`config.mk`:
```
export PLATFORM = sky130hd
export DESIGN_NAME = beep_ctrl_flat
export DESIGN_NICKNAME = d
export VERILOG_FILES = /design/src/rtl/beep_if.sv /design/src/rtl/beep_ctrl.sv /design/src/flat_wrapper.sv
export SDC_FILE = /design/constraint.sdc
export NUM_CORES = 1
export LEC_CHECK = 0
export CORE_AREA = 2 2 78 80
export DETAILED_ROUTE_END_ITERATION = 7
export DIE_AREA = 0 0 80 82
export GPL_TIMING_DRIVEN = 0
export PLACE_DENSITY = 0.65
export SLEW_MARGIN = 20
export SYNTH_ARGS = -nofsm -noshare
export SYNTH_HDL_FRONTEND = slang
export SYNTH_SLANG_ARGS = --single-unit
```
`constraint.sdc`:
```
create_clock -name clk -period 2.7 [get_ports clk]
set_clock_uncertainty 0.1 [all_clocks]
set_input_delay 0.81 -clock clk [delete_from_list [all_inputs] [get_ports clk]]
set_output_delay 0.81 -clock clk [all_outputs]
set_load 0.02 [all_outputs]
```
`src/rtl/beep_if.sv`:
```
// Buzzer request/status bundle between the vending controller and beep_ctrl.
// The controller drives the request, type and mute; the sequencer reports beep and busy.
interface beep_if;
  logic       beep_req;
  logic [1:0] beep_type;
  logic       mute;
  logic       beep;
  logic       busy;

  modport master (
    output beep_req,
    output beep_type,
    output mute,
    input  beep,
    input  busy
  );

  modport slave (
    input  beep_req,
    input  beep_type,
    input  mute,
    output beep,
    output busy
  );
endinterface

```
`src/rtl/beep_ctrl.sv`:
```
// Buzzer sequencer: turns a one-cycle request into a gated square-wave tone
// following a click / vend / error on-gap pattern.
module beep_ctrl #(
  parameter int CLK_FREQ = 50_000_000,
  parameter int TONE_HZ  = 2_000,
  parameter int UNIT_MS  = 100
) (
  input logic   clk,
  input logic   rst_n,
  beep_if.slave bus
);

  localparam int HALF = CLK_FREQ / (2 * TONE_HZ);
  localparam int UNIT = (CLK_FREQ / 1000) * UNIT_MS;
  localparam int TW   = $clog2(HALF);
  localparam int UW   = $clog2(UNIT);

  localparam logic [TW-1:0] HALF_M1 = TW'(HALF - 1);
  localparam logic [UW-1:0] UNIT_M1 = UW'(UNIT - 1);

  typedef enum logic [1:0] {
    IDLE,
    ON,
    GAP
  } state_t;

  state_t        state, n_state;
  logic [TW-1:0] tone_cnt, n_tone_cnt;
  logic [UW-1:0] unit_cnt, n_unit_cnt;
  logic [2:0]    units_left, n_units_left;
  logic          second, n_second;
  logic          phase, n_phase;
  logic          beep_q, busy_q;

  always_comb begin
    n_state      = state;
    n_tone_cnt   = tone_cnt;
    n_unit_cnt   = unit_cnt;
    n_units_left = units_left;
    n_second     = second;
    n_phase      = phase;

    if (bus.beep_req) begin
      // A new request always restarts, discarding any pattern in flight.
      n_state    = ON;
      n_tone_cnt = '0;
      n_unit_cnt = '0;
      n_phase    = 1'b1;
      unique case (1'b1)
        bus.beep_type == 2'd2: begin
          n_units_left = 3'd5;
          n_second     = 1'b0;
        end
        bus.beep_type == 2'd1: begin
          n_units_left = 3'd1;
          n_second     = 1'b1;
        end
        default: begin
          n_units_left = 3'd1;
          n_second     = 1'b0;
        end
      endcase
    end else begin
      unique case (state)
        IDLE: begin
          n_tone_cnt = '0;
          n_unit_cnt = '0;
          n_phase    = 1'b0;
        end
        ON: begin
          if (tone_cnt == HALF_M1) begin
            n_tone_cnt = '0;
            n_phase    = ~phase;
          end else begin
            n_tone_cnt = tone_cnt + 1'b1;
          end
          if (unit_cnt == UNIT_M1) begin
            n_unit_cnt = '0;
            if (units_left == 3'd1) begin
              n_tone_cnt = '0;
              n_phase    = 1'b0;
              if (second) begin
                n_state      = GAP;
                n_second     = 1'b0;
                n_units_left = 3'd1;
              end else begin
                n_state      = IDLE;
                n_units_left = 3'd0;
              end
            end else begin
              n_units_left = units_left - 3'd1;
            end
          end else begin
            n_unit_cnt = unit_cnt + 1'b1;
          end
        end
        GAP: begin
          if (unit_cnt == UNIT_M1) begin
            n_state    = ON;
            n_unit_cnt = '0;
            n_tone_cnt = '0;
            n_phase    = 1'b1;
          end else begin
            n_unit_cnt = unit_cnt + 1'b1;
          end
        end
        default: n_state = IDLE;
      endcase
    end
  end

  always_ff @(posedge clk or negedge rst_n) begin
    if (!rst_n) begin
      state      <= IDLE;
      tone_cnt   <= '0;
      unit_cnt   <= '0;
      units_left <= '0;
      second     <= 1'b0;
      phase      <= 1'b0;
      beep_q     <= 1'b0;
      busy_q     <= 1'b0;
    end else begin
      state      <= n_state;
      tone_cnt   <= n_tone_cnt;
      unit_cnt   <= n_unit_cnt;
      units_left <= n_units_left;
      second     <= n_second;
      phase      <= n_phase;
      // Outputs registered from next-state so they line up with the state.
      beep_q     <= n_phase & (n_state == ON) & ~bus.mute;
      busy_q     <= n_state != IDLE;
    end
  end

  assign bus.beep = beep_q;
  assign bus.busy = busy_q;

endmodule

```
`src/flat_wrapper.sv`:
```
// flat-port wrapper written by rule: the top's interface ports become plain ports
module beep_ctrl_flat 
#(
  parameter int CLK_FREQ = 50_000_000,
  parameter int TONE_HZ  = 2_000,
  parameter int UNIT_MS  = 100
)
  (clk, rst_n, bus_beep_req, bus_beep_type, bus_mute, bus_beep, bus_busy);
  beep_if bus_i ();
  input logic clk;
  input logic rst_n;
  input wire logic [$bits(bus_i.beep_req)-1:0] bus_beep_req;
  input wire logic [$bits(bus_i.beep_type)-1:0] bus_beep_type;
  input wire logic [$bits(bus_i.mute)-1:0] bus_mute;
  output wire logic [$bits(bus_i.beep)-1:0] bus_beep;
  output wire logic [$bits(bus_i.busy)-1:0] bus_busy;
  assign bus_i.beep_req = bus_beep_req;
  assign bus_i.beep_type = bus_beep_type;
  assign bus_i.mute = bus_mute;
  assign bus_beep = bus_i.beep;
  assign bus_busy = bus_i.busy;
  beep_ctrl #(.CLK_FREQ(CLK_FREQ), .TONE_HZ(TONE_HZ), .UNIT_MS(UNIT_MS)) u_core (.clk(clk), .rst_n(rst_n), .bus(bus_i));
endmodule
```
Yosys cells after proc, flatten, opt, wreduce, memory -nomap -nowiden
Cells that the tools add are included.

Bits in registers: 46. Input bits: 6. Output and inout bits: 2. Logic and storage cells: 67.

Add/subtract/negate cells: 3. Eq/ne operators: 9. Muxes and demuxes: 32. Bitwise logic cells: 4. Reduce and logical (&&, ||, !) cells: 11.

Operator list (count): 14-bit 2-to-1 mux (5); 23-bit 2-to-1 mux (2); 23-bit one-hot mux with 2 select lines (1); 14-bit one-hot mux with 3 select lines (1); 23-bit by 1-bit adder with 23-bit output, second input constant (1); 23-bit equality test, second input constant (1); 3-bit 2-to-1 mux (5); 14-bit by 1-bit adder with 14-bit output, second input constant (1); 14-bit equality test, second input constant (1); 1-bit 2-to-1 mux (11); 2-bit 2-to-1 mux (5); 2-bit nonzero test (4); 2-bit by 1-bit equality test with 1-bit output, second input constant (3); 2-bit one-hot mux with 3 select lines (1); 2-bit equality test, second input constant (2); 2-bit AND reduction (2); 4-bit nonzero test (1); 3-bit by 1-bit equality test with 1-bit output, second input constant (1); 3-bit by 2-bit inequality test with 1-bit output, second input constant (1); 1-bit one-hot mux with 3 select lines (1); 3-bit AND reduction (1); 3-bit nonzero test (1); 3-bit by 1-bit subtractor with 3-bit output, second input constant (1); 1-bit AND (2); 3 further kinds (4).

Logic depth before layout (Yosys ltp)
Depth in word-level cells: 8. Mapped depth: 9. Mapped depth without buffers: 8.

Worst setup path after synthesis
No wires, ideal clock.

Path kind: register to register. Start point: register u_core.state[0]. End point: register u_core.tone_cnt[4]. Setup time: 0.121 ns. Arrival time: 1.999 ns. Data required time: 2.479 ns. Path slack: 0.480 ns. Stages on the path, launching flop included: 8. Path buffers: 0. Period minus slack after synthesis: 2.220 ns. Cell sequence: dfrtp_1 > inv_1 > ha_1 > nor3_2 > nor2_1 > a311oi_1 > nor2_1 > a22o_1.

Cells in the longest elaborated chain, start to end: 3. Elaborated cells between the ends (all ways): 8. Those cells by class: 3 x eq/ne; 2 x mux; 3 x reduce/logical.

Ends and longest elaborated chain: start: declaration (RTL line beep_ctrl.sv:27) `state_t state, n_state;`; start signal: assignment (RTL line beep_ctrl.sv:123) `state <= n_state;`; 2-bit equality test, or another cell as far along (RTL line beep_ctrl.sv:64) `unique case (state)`; 14-bit one-hot mux with 3 select lines, or another cell as far along (RTL line beep_ctrl.sv:64); 14-bit 2-to-1 mux / 2-bit AND reduction (equally long branches); end signal: assignment (RTL line beep_ctrl.sv:124) `tone_cnt <= n_tone_cnt;`; end: declaration (RTL line beep_ctrl.sv:28) `logic [TW-1:0] tone_cnt, n_tone_cnt;`.

Parallel ways exist; a longest one is shown, timed or not. A chain may end at the register's enable or synchronous reset.

Final worst setup path
Start point: input port bus_beep_req. End point: register u_core.tone_cnt[10].

Cells in the longest elaborated chain, start to end: 2. Elaborated cells between the ends (all ways): 4. Those cells by class: 1 x eq/ne; 1 x mux; 2 x reduce/logical.

Ends and longest elaborated chain: start: declaration (RTL line flat_wrapper.sv:12) `input wire logic [$bits(bus_i.beep_req)-1:0] bus_beep_req;`; 3-bit by 2-bit inequality test with 1-bit output (no line) / 4-bit nonzero test (equally long branches); 2-bit AND reduction (no line).

Parallel ways exist; a longest one is shown, timed or not.

==> results.txt <==
- DRC Markers: 0
- The tree is rooted in a sky130_fd_sc_hd__clkbuf_8.
* Buffers from clock root to sink, at most: 2
- Starting Density: 48.06%
* Static leakage: 0.001331 uW
- The number of nets handed over by synthesis was 323.
- Derived from the worst setup path, the maximum achievable clock frequency is 394.9 MHz.
- Min cycle time layout: 2533 ps
- Cell variety after synth: 57
* Overall global routing resource usage: 20.80%
* Arrival @ worst endpoint: 2620 ps
- Number of warnings issued by yosys: 0
- Setup violations remaining at the end of the flow were counted as 0.
* Number of clock buffers inserted by TritonCTS: 5
* Endpoint required time on the critical path: 2790 ps
- Of the available clock period, the critical path in the final layout requires 93.80%.
- After synthesis the cells add up to 2761 sq um.
- Clock tree synthesis found a total of 46 sinks.
* Number of flops mapped to enable cells by yosys: 0
- Post-route antenna net violation count: 0
* Post-Syn Area per Cell: 8.937 sq um
* Setup total negative slack: 0 ps
- Final cell count without fillers: 400
- Final-report hold violation count: 0
* Initial DRC count: 150
* Top-level I/O count: 8
- Fraction of layout cells with a size suffix above 1: 12.00%
- For this run, the register share of the synthesized area comes to 41.69%.
- Crit. End Element: register
- Via count of the first global-routing pass: 2258
- Routability-driven placement finished with a final weighted congestion of 0.8172.
* Max VDD drop: 0.2253 mV
* Hold Crit Class: in2async
- Slew at the pin closest to its max-slew limit: 685.0 ps
- Power comes to 1422 uW.
- The max-slew violation total from the final report came to 0.
* Average wire length per cell after detail routing: 15.71 um
- The synthesized design contains 46 register bits.
* Global-route wire length before repair: 10760 um
* Core region area: 5746 sq um
* Cell total after placement: 392
* Reg-to-Reg Start: u_core.state[0]
* Design area: 3059 sq um
- Source-to-sink clock delay at the later pin of the worst-skew pair: 300 ps
- The number of hold buffers added after CTS was 0.
* Run status: complete, no violations
- Sum of overflow across all layers after global routing: 0
- In the post-route analysis, the smallest setup slack over all paths is 167.5 ps.
* Vias per inst: 5.968
* Headroom to the max-slew limit: 53.95%
* Cell Rows: 28
* Gate count of the mapped netlist: 309
- Along the worst path, the maximum fanout reaches 10.
- From bottom edge to top edge, the die measures 82 um.
* Antenna cell count: 0
* DIE AREA: 6560 sq um
- Most instantiated flip-flop cell in the synthesis netlist: sky130_fd_sc_hd__dfrtp_1
* Iteration count of the initial detailed-routing pass: 4
- Of all flip-flops after synthesis, the portion carrying an async set or reset was 100.0%.
* Area of placed instances: 2940 sq um
- For this block, the via count after detailed routing is 2387.
- The H-tree was split into 2 levels.
* Worst Setup Start Kind: input pin
- Summed over all layers, the routed wires come to 6283 um.
* Power per standard cell area: 464.9 nW/um^2
- Clock tree from TritonCTS: yes
- Max-capacitance violation count: 0
- Post-placement worst setup slack: -479.9 ps
- Antenna violations before repair: 0
* Net count, final: 338
* Sum of net half-perimeters after detailed placement: 4406 um
- Setup repair after global routing left no endpoint under its margin.
- Launching element of the worst setup path: bus_beep_req
- The critical path is of the in2reg type.
* DIE WIDTH: 80 um
- The count of buffers added on input and output ports is 7.
* P&R area growth vs syn: 10.78%
- After clock tree synthesis, the clock-pin slew on the worst setup and hold paths is 90 ps.
* Maximum number of pins on one net before global-route repair: 32
-- kinds of logic (layout without fill, tap and decap cells) --
| group | after synthesis | count (layout) | synth area share, % |
|---|---|---|---|
| and+or+nand+nor | 132 | 132 | 27.32 |
| AOI/OAI and AO/OA | 98 | 98 | 22.38 |
| DFF | 46 | 46 | 41.69 |
| buffers and inverters | 20 | 36 | 3.352 |
| adders and majority gates | 8 | 8 | 3.625 |
| xor gates and xnor gates | 4 | 4 | 1.269 |
| muxes | 1 | 1 | 0.3625 |
-- synth_stat cells (2+ instances only) --
cell type / n / share of area [%]
sky130_fd_sc_hd__nor4b_1: 5 / 1.6
sky130_fd_sc_hd__and3_1: 13 / 2.9
sky130_fd_sc_hd__nand3b_1: 3 / 0.82
sky130_fd_sc_hd__and2_2: 2 / 0.54
sky130_fd_sc_hd__nor4_2: 2 / 0.91
sky130_fd_sc_hd__nor2b_1: 5 / 1.1
sky130_fd_sc_hd__o211ai_1: 2 / 0.54
sky130_fd_sc_hd__dfrtp_1: 46 / 42
sky130_fd_sc_hd__xor2_1: 3 / 0.95
sky130_fd_sc_hd__ha_1: 8 / 3.6
sky130_fd_sc_hd__nor3_1: 3 / 0.54
sky130_fd_sc_hd__inv_1: 9 / 1.2
sky130_fd_sc_hd__o21ai_0: 41 / 7.4
sky130_fd_sc_hd__nor2_1: 20 / 2.7
sky130_fd_sc_hd__a41oi_1: 3 / 0.95
sky130_fd_sc_hd__o31ai_1: 11 / 3.0
sky130_fd_sc_hd__nand2b_1: 2 / 0.45
sky130_fd_sc_hd__and2_1: 2 / 0.45
sky130_fd_sc_hd__buf_2: 5 / 0.91
sky130_fd_sc_hd__a31oi_1: 3 / 0.68
sky130_fd_sc_hd__nand4_1: 5 / 1.1
sky130_fd_sc_hd__a21oi_1: 18 / 3.3
sky130_fd_sc_hd__or2_2: 2 / 0.45
sky130_fd_sc_hd__a22o_1: 2 / 0.63
sky130_fd_sc_hd__nand2_1: 37 / 5.0
sky130_fd_sc_hd__clkbuf_1: 4 / 0.54
sky130_fd_sc_hd__a31o_2: 2 / 0.63
sky130_fd_sc_hd__nand3_1: 17 / 3.1
sky130_fd_sc_hd__a21o_1: 5 / 1.4
sky130_fd_sc_hd__and3_2: 2 / 0.54
-- routing by layer --
layer,vias up,share of wire [%],track usage (%)
met1,1175,49,28.85
met5,-,0,0
met2,35,47,33.75
li1,1171,-,-
met4,0,0.97,5.593
met3,6,2.3,3.516
-- cell usage in the layout, fill, tap and decap left out, types with 3 or more instances in the layout --
cell                              Yosys  layout
sky130_fd_sc_hd__buf_2                5       6
sky130_fd_sc_hd__xor2_1               3       3
sky130_fd_sc_hd__clkbuf_8             1       7
sky130_fd_sc_hd__a31oi_1              3       3
sky130_fd_sc_hd__nor3_1               3       3
sky130_fd_sc_hd__inv_1                9       9
sky130_fd_sc_hd__nand2_1             37      37
sky130_fd_sc_hd__nand4_1              5       5
sky130_fd_sc_hd__nor2_1              20      20
sky130_fd_sc_hd__clkbuf_1             4       4
sky130_fd_sc_hd__clkdlybuf4s50_1      0       6
sky130_fd_sc_hd__dfrtp_1             46      46
sky130_fd_sc_hd__nor4b_1              5       5
sky130_fd_sc_hd__o31ai_1             11      11
sky130_fd_sc_hd__nor2b_1              5       5
sky130_fd_sc_hd__nand3_1             17      17
sky130_fd_sc_hd__o21ai_0             41      41
sky130_fd_sc_hd__nand3b_1             3       3
sky130_fd_sc_hd__a41oi_1              3       3
sky130_fd_sc_hd__a21o_1               5       5
sky130_fd_sc_hd__and3_1              13      13
sky130_fd_sc_hd__ha_1                 8       8
sky130_fd_sc_hd__a21oi_1             18      18
-- sequential cells by signal, indices dropped and copies added, names as in the netlist --
register / count
u_core.state: 2
u_core.unit_cnt: 23
u_core.units_left: 3
u_core.tone_cnt: 14
u_core.bus.beep: 1
u_core.bus.busy: 1
u_core.phase: 1
u_core.second: 1
-- area by class of cell --
class | instances | area, sq um
fillers | 546 | 2686
multi-input cells | 243 | 1541
flip-flops and latches | 46 | 1151
well taps | 75 | 93.84
repair buffers | 8 | 85.08
clock buffers | 6 | 82.58
plain buffers | 11 | 58.81
inverters | 9 | 33.78
clock inverters | 2 | 12.51
-- worst paths after layout --
check | to | slack [ps] | cells after the start
max | u_core.tone_cnt[10] | 170 | 7
min | u_core.units_left[1] | 320 | 1
max reg2reg | u_core.tone_cnt[10] | 250 | 8
min reg2reg | u_core.tone_cnt[13] | 400 | 1
max in group asynchronous | u_core.unit_cnt[1] | 1680 | 2
min in group clk | u_core.tone_cnt[13] | 400 | 1
-- worst max-delay path: stages --
cell	delay [ps]
sky130_fd_sc_hd__clkdlybuf4s50_1	500
sky130_fd_sc_hd__nor3_4	260
sky130_fd_sc_hd__nor2_1	130
sky130_fd_sc_hd__a311o_1	430
sky130_fd_sc_hd__buf_2	210
sky130_fd_sc_hd__a41oi_1	210
sky130_fd_sc_hd__a21oi_1	70
-- report_power, final --
part | internal (uW) | total (uW) | switching, uW
Sequential | 717 | 745 | 27.4
Combinational | 88.5 | 231 | 142
Clock | 206 | 447 | 241
-- through the flow --
stage          hold WS, ps  util (%)
2_1_floorplan        335.9         -
3_3_place_gp         379.7     50.91
3_5_place_dp         377.0     51.18
4_1_cts              315.0     52.94
5_1_grt              330.8     53.24
6_report             319.2     53.24
-- repair_timing --
| action | in CTS | in global routing |
|---|---|---|
| buffers inserted | 0 | 0 |
| gates resized for setup | 1 | 2 |
| endpoints found under the setup margin | 4 | 3 |
(Power assumes the default switching activity.)
